===== src/rtl/scr1_memif_pkg.sv =====
// Core/target memory interface types shared across the dmem path.
//   type_scr1_mem_cmd_e   : read / write command
//   type_scr1_mem_width_e : access width
//   type_scr1_mem_resp_e  : target response (not ready / ok / error)
package scr1_memif_pkg;

  typedef enum logic {
    SCR1_MEM_CMD_RD = 1'b0,
    SCR1_MEM_CMD_WR = 1'b1
  } type_scr1_mem_cmd_e;

  typedef enum logic [1:0] {
    SCR1_MEM_WIDTH_BYTE  = 2'b00,
    SCR1_MEM_WIDTH_HWORD = 2'b01,
    SCR1_MEM_WIDTH_WORD  = 2'b10
  } type_scr1_mem_width_e;

  typedef enum logic [1:0] {
    SCR1_MEM_RESP_NOTRDY = 2'b00,
    SCR1_MEM_RESP_RDY_OK = 2'b01,
    SCR1_MEM_RESP_RDY_ER = 2'b10
  } type_scr1_mem_resp_e;

endpackage : scr1_memif_pkg


===== src/rtl/scr1_router_pkg.sv =====
// Router-local types and helpers.
//   type_scr1_router_fsm_e : router transaction state
//   port_match()           : address window test, (addr & mask) == base
package scr1_router_pkg;

  // Widest address the window helper accepts; callers zero-extend.
  localparam int unsigned SCR1_ROUTER_AW_MAX = 64;

  typedef enum logic [1:0] {
    SCR1_ROUTER_ADDR  = 2'b00,
    SCR1_ROUTER_DATA  = 2'b01,
    SCR1_ROUTER_DRAIN = 2'b10
  } type_scr1_router_fsm_e;

  function automatic logic port_match(
    input logic [SCR1_ROUTER_AW_MAX-1:0] addr,
    input logic [SCR1_ROUTER_AW_MAX-1:0] base,
    input logic [SCR1_ROUTER_AW_MAX-1:0] mask
  );
    return ((addr & mask) == base);
  endfunction

endpackage : scr1_router_pkg


===== src/rtl/scr1_router_addr_dec.sv =====
// Priority address decoder for the dmem router.
//   addr    : request address
//   hit     : some window matched, or a default port exists
//   dec_sel : lowest-index matching port; last port when nothing matched
// With DFLT_EN the last port is the catch-all and is never decoded itself.
module scr1_router_addr_dec
  import scr1_router_pkg::*;
#(
  parameter int unsigned                   PORT_NUM  = 3,
  parameter int unsigned                   AWIDTH    = 32,
  parameter logic [PORT_NUM*AWIDTH-1:0]    PORT_BASE = '0,
  parameter logic [PORT_NUM*AWIDTH-1:0]    PORT_MASK = '0,
  parameter bit                            DFLT_EN   = 1'b1,
  parameter int unsigned                   SW        = (PORT_NUM > 1) ? $clog2(PORT_NUM) : 1
) (
  input  logic [AWIDTH-1:0] addr,
  output logic              hit,
  output logic [SW-1:0]     dec_sel
);

  logic found;

  always_comb begin
    found   = 1'b0;
    dec_sel = SW'(PORT_NUM - 1);
    for (int unsigned i = 0; i < PORT_NUM; i++) begin
      if (!found && !(DFLT_EN && (i == PORT_NUM - 1)) &&
          port_match(SCR1_ROUTER_AW_MAX'(addr),
                     SCR1_ROUTER_AW_MAX'(PORT_BASE[i*AWIDTH +: AWIDTH]),
                     SCR1_ROUTER_AW_MAX'(PORT_MASK[i*AWIDTH +: AWIDTH]))) begin
        found   = 1'b1;
        dec_sel = SW'(i);
      end
    end
    hit = found || DFLT_EN;
  end

endmodule : scr1_router_addr_dec


===== src/rtl/scr1_dmem_router_mp.sv =====
// Multi-port data-memory router: core dmem interface -> PORT_NUM targets.
//   clk, rst            : clock, synchronous active-high reset
//   core_*              : core request/response side
//   port_req_o          : one-hot (or zero) per-target request
//   port_cmd/width/addr/wdata_o : broadcast copies of the core request
//   port_req_ack_i, port_rdata_i, port_resp_i : per-target handshake/response
// One transaction outstanding. Unmapped addresses either fall to the last
// port (DFLT_EN) or get an error response. A non-zero TIMEOUT_CYC bounds the
// response wait; a timed-out transaction is drained and its late response
// dropped.
module scr1_dmem_router_mp
  import scr1_memif_pkg::*;
  import scr1_router_pkg::*;
#(
  parameter int unsigned                PORT_NUM    = 3,
  parameter int unsigned                AWIDTH      = 32,
  parameter int unsigned                DWIDTH      = 32,
  // Listed high port first: port 2 = default (0/0), port 1 = timer, port 0 = TCM.
  parameter logic [PORT_NUM*AWIDTH-1:0] PORT_BASE   = {32'h0000_0000, 32'hF004_0000, 32'hF000_0000},
  parameter logic [PORT_NUM*AWIDTH-1:0] PORT_MASK   = {32'h0000_0000, 32'hFFFF_FFE0, 32'hFFFF_0000},
  parameter bit                         DFLT_EN     = 1'b1,
  parameter int unsigned                TIMEOUT_CYC = 0
) (
  input  logic                       clk,
  input  logic                       rst,
  output logic                       core_req_ack_o,
  input  logic                       core_req_i,
  input  type_scr1_mem_cmd_e         core_cmd_i,
  input  type_scr1_mem_width_e       core_width_i,
  input  logic [AWIDTH-1:0]          core_addr_i,
  input  logic [DWIDTH-1:0]          core_wdata_i,
  output logic [DWIDTH-1:0]          core_rdata_o,
  output type_scr1_mem_resp_e        core_resp_o,
  input  logic [PORT_NUM-1:0]        port_req_ack_i,
  output logic [PORT_NUM-1:0]        port_req_o,
  output type_scr1_mem_cmd_e         port_cmd_o,
  output type_scr1_mem_width_e       port_width_o,
  output logic [AWIDTH-1:0]          port_addr_o,
  output logic [DWIDTH-1:0]          port_wdata_o,
  input  logic [PORT_NUM*DWIDTH-1:0] port_rdata_i,
  input  logic [PORT_NUM*2-1:0]      port_resp_i
);

  localparam int unsigned   SW       = (PORT_NUM > 1) ? $clog2(PORT_NUM) : 1;
  localparam int unsigned   TW       = (TIMEOUT_CYC > 0) ? $clog2(TIMEOUT_CYC + 1) : 1;
  localparam logic [TW-1:0] TMO_LAST = (TIMEOUT_CYC > 0) ? TW'(TIMEOUT_CYC - 1) : '0;

  type_scr1_router_fsm_e state;
  logic [SW-1:0]         sel;
  logic                  err_flag;
  logic [TW-1:0]         tmo_cnt;

  logic                  hit;
  logic [SW-1:0]         dec_sel;
  type_scr1_mem_resp_e   resp_arr  [PORT_NUM];
  logic [DWIDTH-1:0]     rdata_arr [PORT_NUM];
  type_scr1_mem_resp_e   sel_resp;
  logic [DWIDTH-1:0]     sel_rdata;
  logic                  resp_rdy;
  logic                  tmo_hit;
  logic                  issue;
  logic                  hs;

  scr1_router_addr_dec #(
    .PORT_NUM  (PORT_NUM),
    .AWIDTH    (AWIDTH),
    .PORT_BASE (PORT_BASE),
    .PORT_MASK (PORT_MASK),
    .DFLT_EN   (DFLT_EN),
    .SW        (SW)
  ) u_dec (
    .addr    (core_addr_i),
    .hit     (hit),
    .dec_sel (dec_sel)
  );

  for (genvar g = 0; g < PORT_NUM; g++) begin : g_unpack
    assign resp_arr[g]  = type_scr1_mem_resp_e'(port_resp_i[g*2 +: 2]);
    assign rdata_arr[g] = port_rdata_i[g*DWIDTH +: DWIDTH];
  end

  assign port_cmd_o   = core_cmd_i;
  assign port_width_o = core_width_i;
  assign port_addr_o  = core_addr_i;
  assign port_wdata_o = core_wdata_i;

  always_comb begin
    sel_resp  = resp_arr[sel];
    sel_rdata = rdata_arr[sel];
    resp_rdy  = err_flag || (sel_resp != SCR1_MEM_RESP_NOTRDY);
    tmo_hit   = (TIMEOUT_CYC > 0) && (state == SCR1_ROUTER_DATA) &&
                !resp_rdy && (tmo_cnt == TMO_LAST);
    // Issuing while the current response completes gives zero-bubble
    // back-to-back; a timeout cycle is not a completion and does not issue.
    issue     = !rst && ((state == SCR1_ROUTER_ADDR) ||
                         ((state == SCR1_ROUTER_DATA) && resp_rdy));

    port_req_o     = '0;
    core_req_ack_o = 1'b0;
    if (issue) begin
      if (hit) begin
        port_req_o[dec_sel] = core_req_i;
        core_req_ack_o      = port_req_ack_i[dec_sel];
      end else begin
        core_req_ack_o = core_req_i;
      end
    end
    hs = core_req_i && core_req_ack_o;

    core_resp_o  = SCR1_MEM_RESP_NOTRDY;
    core_rdata_o = '0;
    if (!rst && (state == SCR1_ROUTER_DATA)) begin
      if (err_flag || tmo_hit) begin
        core_resp_o = SCR1_MEM_RESP_RDY_ER;
      end else begin
        core_resp_o  = sel_resp;
        core_rdata_o = sel_rdata;
      end
    end
  end

  always_ff @(posedge clk) begin
    if (rst) begin
      state    <= SCR1_ROUTER_ADDR;
      sel      <= '0;
      err_flag <= 1'b0;
      tmo_cnt  <= '0;
    end else begin
      unique case (state)
        SCR1_ROUTER_ADDR: begin
          if (hs) begin
            sel      <= dec_sel;
            err_flag <= !hit;
            tmo_cnt  <= '0;
            state    <= SCR1_ROUTER_DATA;
          end
        end
        SCR1_ROUTER_DATA: begin
          if (hs) begin
            sel      <= dec_sel;
            err_flag <= !hit;
            tmo_cnt  <= '0;
          end else if (resp_rdy) begin
            state <= SCR1_ROUTER_ADDR;
          end else if (tmo_hit) begin
            state <= SCR1_ROUTER_DRAIN;
          end else begin
            tmo_cnt <= tmo_cnt + TW'(1);
          end
        end
        SCR1_ROUTER_DRAIN: begin
          // Wait out the abandoned target; its response never reaches the core.
          if (sel_resp != SCR1_MEM_RESP_NOTRDY) begin
            state <= SCR1_ROUTER_ADDR;
          end
        end
        default: state <= SCR1_ROUTER_ADDR;
      endcase
    end
  end

endmodule : scr1_dmem_router_mp


===== config.mk =====
export PLATFORM = sky130hd
export DESIGN_NAME = scr1_dmem_router_mp
export DESIGN_NICKNAME = d
export VERILOG_FILES = /design/src/rtl/scr1_memif_pkg.sv /design/src/rtl/scr1_router_pkg.sv /design/src/rtl/scr1_router_addr_dec.sv /design/src/rtl/scr1_dmem_router_mp.sv
export SDC_FILE = /design/constraint.sdc
export NUM_CORES = 1
export LEC_CHECK = 0
export BUFFER_PORTS_ARGS = -buffer_cell sky130_fd_sc_hd__buf_4
export CORE_AREA = 3 3 109 111
export CTS_CLUSTER_DIAMETER = 30
export DETAILED_ROUTE_END_ITERATION = 8
export DIE_AREA = 0 0 112 114
export REMOVE_ABC_BUFFERS = 1
export SYNTH_ARGS = -nofsm -noshare
export SYNTH_HDL_FRONTEND = slang
export SYNTH_HIERARCHICAL = 1
export SYNTH_SLANG_ARGS = --single-unit

===== constraint.sdc =====
create_clock -name clk -period 4.2 [get_ports clk]
set_clock_uncertainty 0.2 [all_clocks]
set_input_delay 1.05 -clock clk [delete_from_list [all_inputs] [get_ports clk]]
set_output_delay 1.05 -clock clk [all_outputs]
set_load 0.02 [all_outputs]

==> impl_metrics.yaml <==
outcome:
  outcome: "complete, no violations"
finish:
  n_antenna_cell: 0
  syn2layout_area_growth_pct: 67.3
  fin_area_um2: 3010
  final_nets: 566
  finish.utilization_pct: 27.7
  fillCellCount: 1168
  drive_gt1_share_pct: 58.4
pwr:
  combPwrFrac_pct: 68.6
  switchingPower_uw: 147
  ir_drop_mv: 0.146
  swShare_pct: 37.0
  sequentialPowerShare_pct: 10.7
  finalPower_uw: 397
  p_leak_uw: 0.00143
  clock_power_share_pct: 20.6
  intPower_uw: 250
  p_per_area_nw_per_um2: 132
synth:
  yosys-top-cells-count: "buf_4, nor2_1, mux2i_1, a21oi_1, clkbuf_1"
  ys_top_cells_by_area: "buf_4, mux2i_1, nor2_1, a21oi_1, dfxtp_1"
  mappedNetlistArea_um2: 1800
  ys_types: 33
  synth_flop_cell: "dfxtp_1"
  yosysWarnings: 6
  netlist_instances: 262
  synth_edf_count: 0
  synth_largest_area_cell: "buf_4"
  synth.most_common_cell: "buf_4"
  synthArstFlopShare_pct: 0
  synth-seq-area-share_pct: 4.45
  ys_ff_latch: 4
  synth_top_area_share_pct: 29.2
  syn_area_per_cell_um2: 6.87
die:
  coreArea_um2: 10900
  start_util_pct: 16.5
  die_h_um: 114
  die_area_um2: 12800
  die_x_um: 112
  rows: 38
  ios: 280
setup_path:
  cp-end-kind: "output port"
  reg2reg_from: "sel[0]"
  critPathKind: "input pin to output port"
  cp-start-kind: "input pin"
  cp_max_fo: 5
  startpoint: "core_addr_i[19]"
  r2r_cells: 4
  crit_required_ns: 2.95
  worstPathArrival_ns: 2.79
global_routing:
  overflow: 0
  grt_pass1_wl_um: 13000
  grt_use_total_pct: 13.2
  first_global_vias: 2183
  grt_max_degree: 35
  antenna_found_initial: 0
timing:
  post-route-period-util_pct: 96.2
  drv_slew: 0
  layout_setup_ws_ns: 0.161
  finalHoldViolCount: 0
  finalCriticalPeriod_ns: 4.04
  setup_violations: 0
  rsz0062_at_grt: "true"
  fmax_mhz: 248
min_path:
  hold_start: "err_flag"
  whs_path_depth: 2
  hold_class: "flip-flop to flip-flop"
place:
  dpl.hpwl_um: 8320
  portBuffers: 199
  place_congestion: 0.868
  dpl-instance-area_um2: 2930
  preCtsSetupSlack_ns: 0.0759
job:
  max-cap-violations: 0
routing:
  drc_errors: 0
  first_pass_iters: 4
  first_iter_violations: 61
  wl_per_cell_um: 17.9
  wl_um: 9490
  viasPerCell: 4.14
  vias: 2192
  ant_nets: 0
clock_tree:
  clk_latency_ns: 0.22
  htree_levels: 1
  cts.sinks: 4
  cts_buffer_depth: 2
  cts_root_buf: "clkbuf_8"
  cts_hold_buf: 0
  clkTransAtPathRegs_ns: 0.03
  cts_made_buffers: 3
  cts_tree: "yes"
==> sequential cells by signal (all words and copies together) (netlist names) <==
name / count
err_flag: 1
sel: 2
state: 1
==> layer usage <==
layer  part of all wire, %  GRT usage, %  vias to the layer above  wire length (um)
met5                  0.97          5.88                        -                92
met4                   3.6          4.49                        2               337
met3                    12          6.79                       12              1180
met2                    55          26.0                      140              5180
met1                    28          11.0                      970              2700
li1                      -             -                     1068                 -
==> worst max-delay path, cell delays in order <==
cell	delay, ns
buf_4	0.12
nor4b_4	0.31
buf_4	0.16
nand2b_1	0.06
a2111o_1	0.42
buf_4	0.16
nand3b_1	0.08
o211a_1	0.22
nor4_2	0.05
buf_4	0.16
==> path summary, 6_finish.rpt <==
kind,to,slack [ns]
hold / removal,err_flag,0.37
setup reg to reg,state[0],2.18
setup / recovery,core_req_ack_o,0.16
hold reg to reg,err_flag,0.37
==> logic make-up (layout without fill, tap and decap cells) <==
group,count (synthesis),after routing,share of synthesized area (%)
DFF,4,4,4.45
AOI/OAI and AO/OA,39,39,14.5
other,1,1,0.208
muxes,37,37,20.9
and+or+nand+nor,93,93,25.9
buffers and inverters,88,215,34.0
==> cell type report <==
| cell class | instances | area, um2 | share of cell area, % |
|---|---|---|---|
| inverter | 3 | 11.3 | 0.374 |
| multi-input combinational | 170 | 1130 | 37.7 |
| clock buffer | 3 | 41.3 | 1.37 |
| tap | 140 | 175 | 5.81 |
| timing repair buffer | 209 | 1570 | 52.1 |
| sequential | 4 | 81.3 | 2.70 |
==> metrics by stage <==
stage	std cells	setup TNS (ns)	hold WS [ns]
after detailed placement	523	0	0.361
final	529	0	0.373
after global routing	529	-0.00225	0.418
after global placement	523	0	0.359
after CTS	526	0	0.373
after floorplan	177	-2.45	0.325
==> power groups by stage <==
stage	sequential [uW]	clock (uW)	combinational (uW)
finish	42.6	81.9	272
CTS	42.6	85.2	275
global placement	43.2	0	271
detailed placement	43.1	0	274
floorplan	48.3	0	85.8
global route	42.9	88.2	295
==> what timing repair did <==
action,4_1_cts,5_1_grt
buffers inserted,0,3
setup endpoints to repair,0,2
gates resized for setup,0,3
==> placed cells by master, fill, tap and decap left out, types with 2 or more instances in the layout <==
master,n
nand2b_1,5
nand3b_1,3
nor2_1,67
inv_1,3
nand2_1,2
a21oi_1,32
nor4b_1,2
mux2i_1,35
clkbuf_8,3
nor4_1,2
dfxtp_1,3
buf_4,209
nor4_2,4
nor4b_2,2
(Power assumes the default switching activity.)
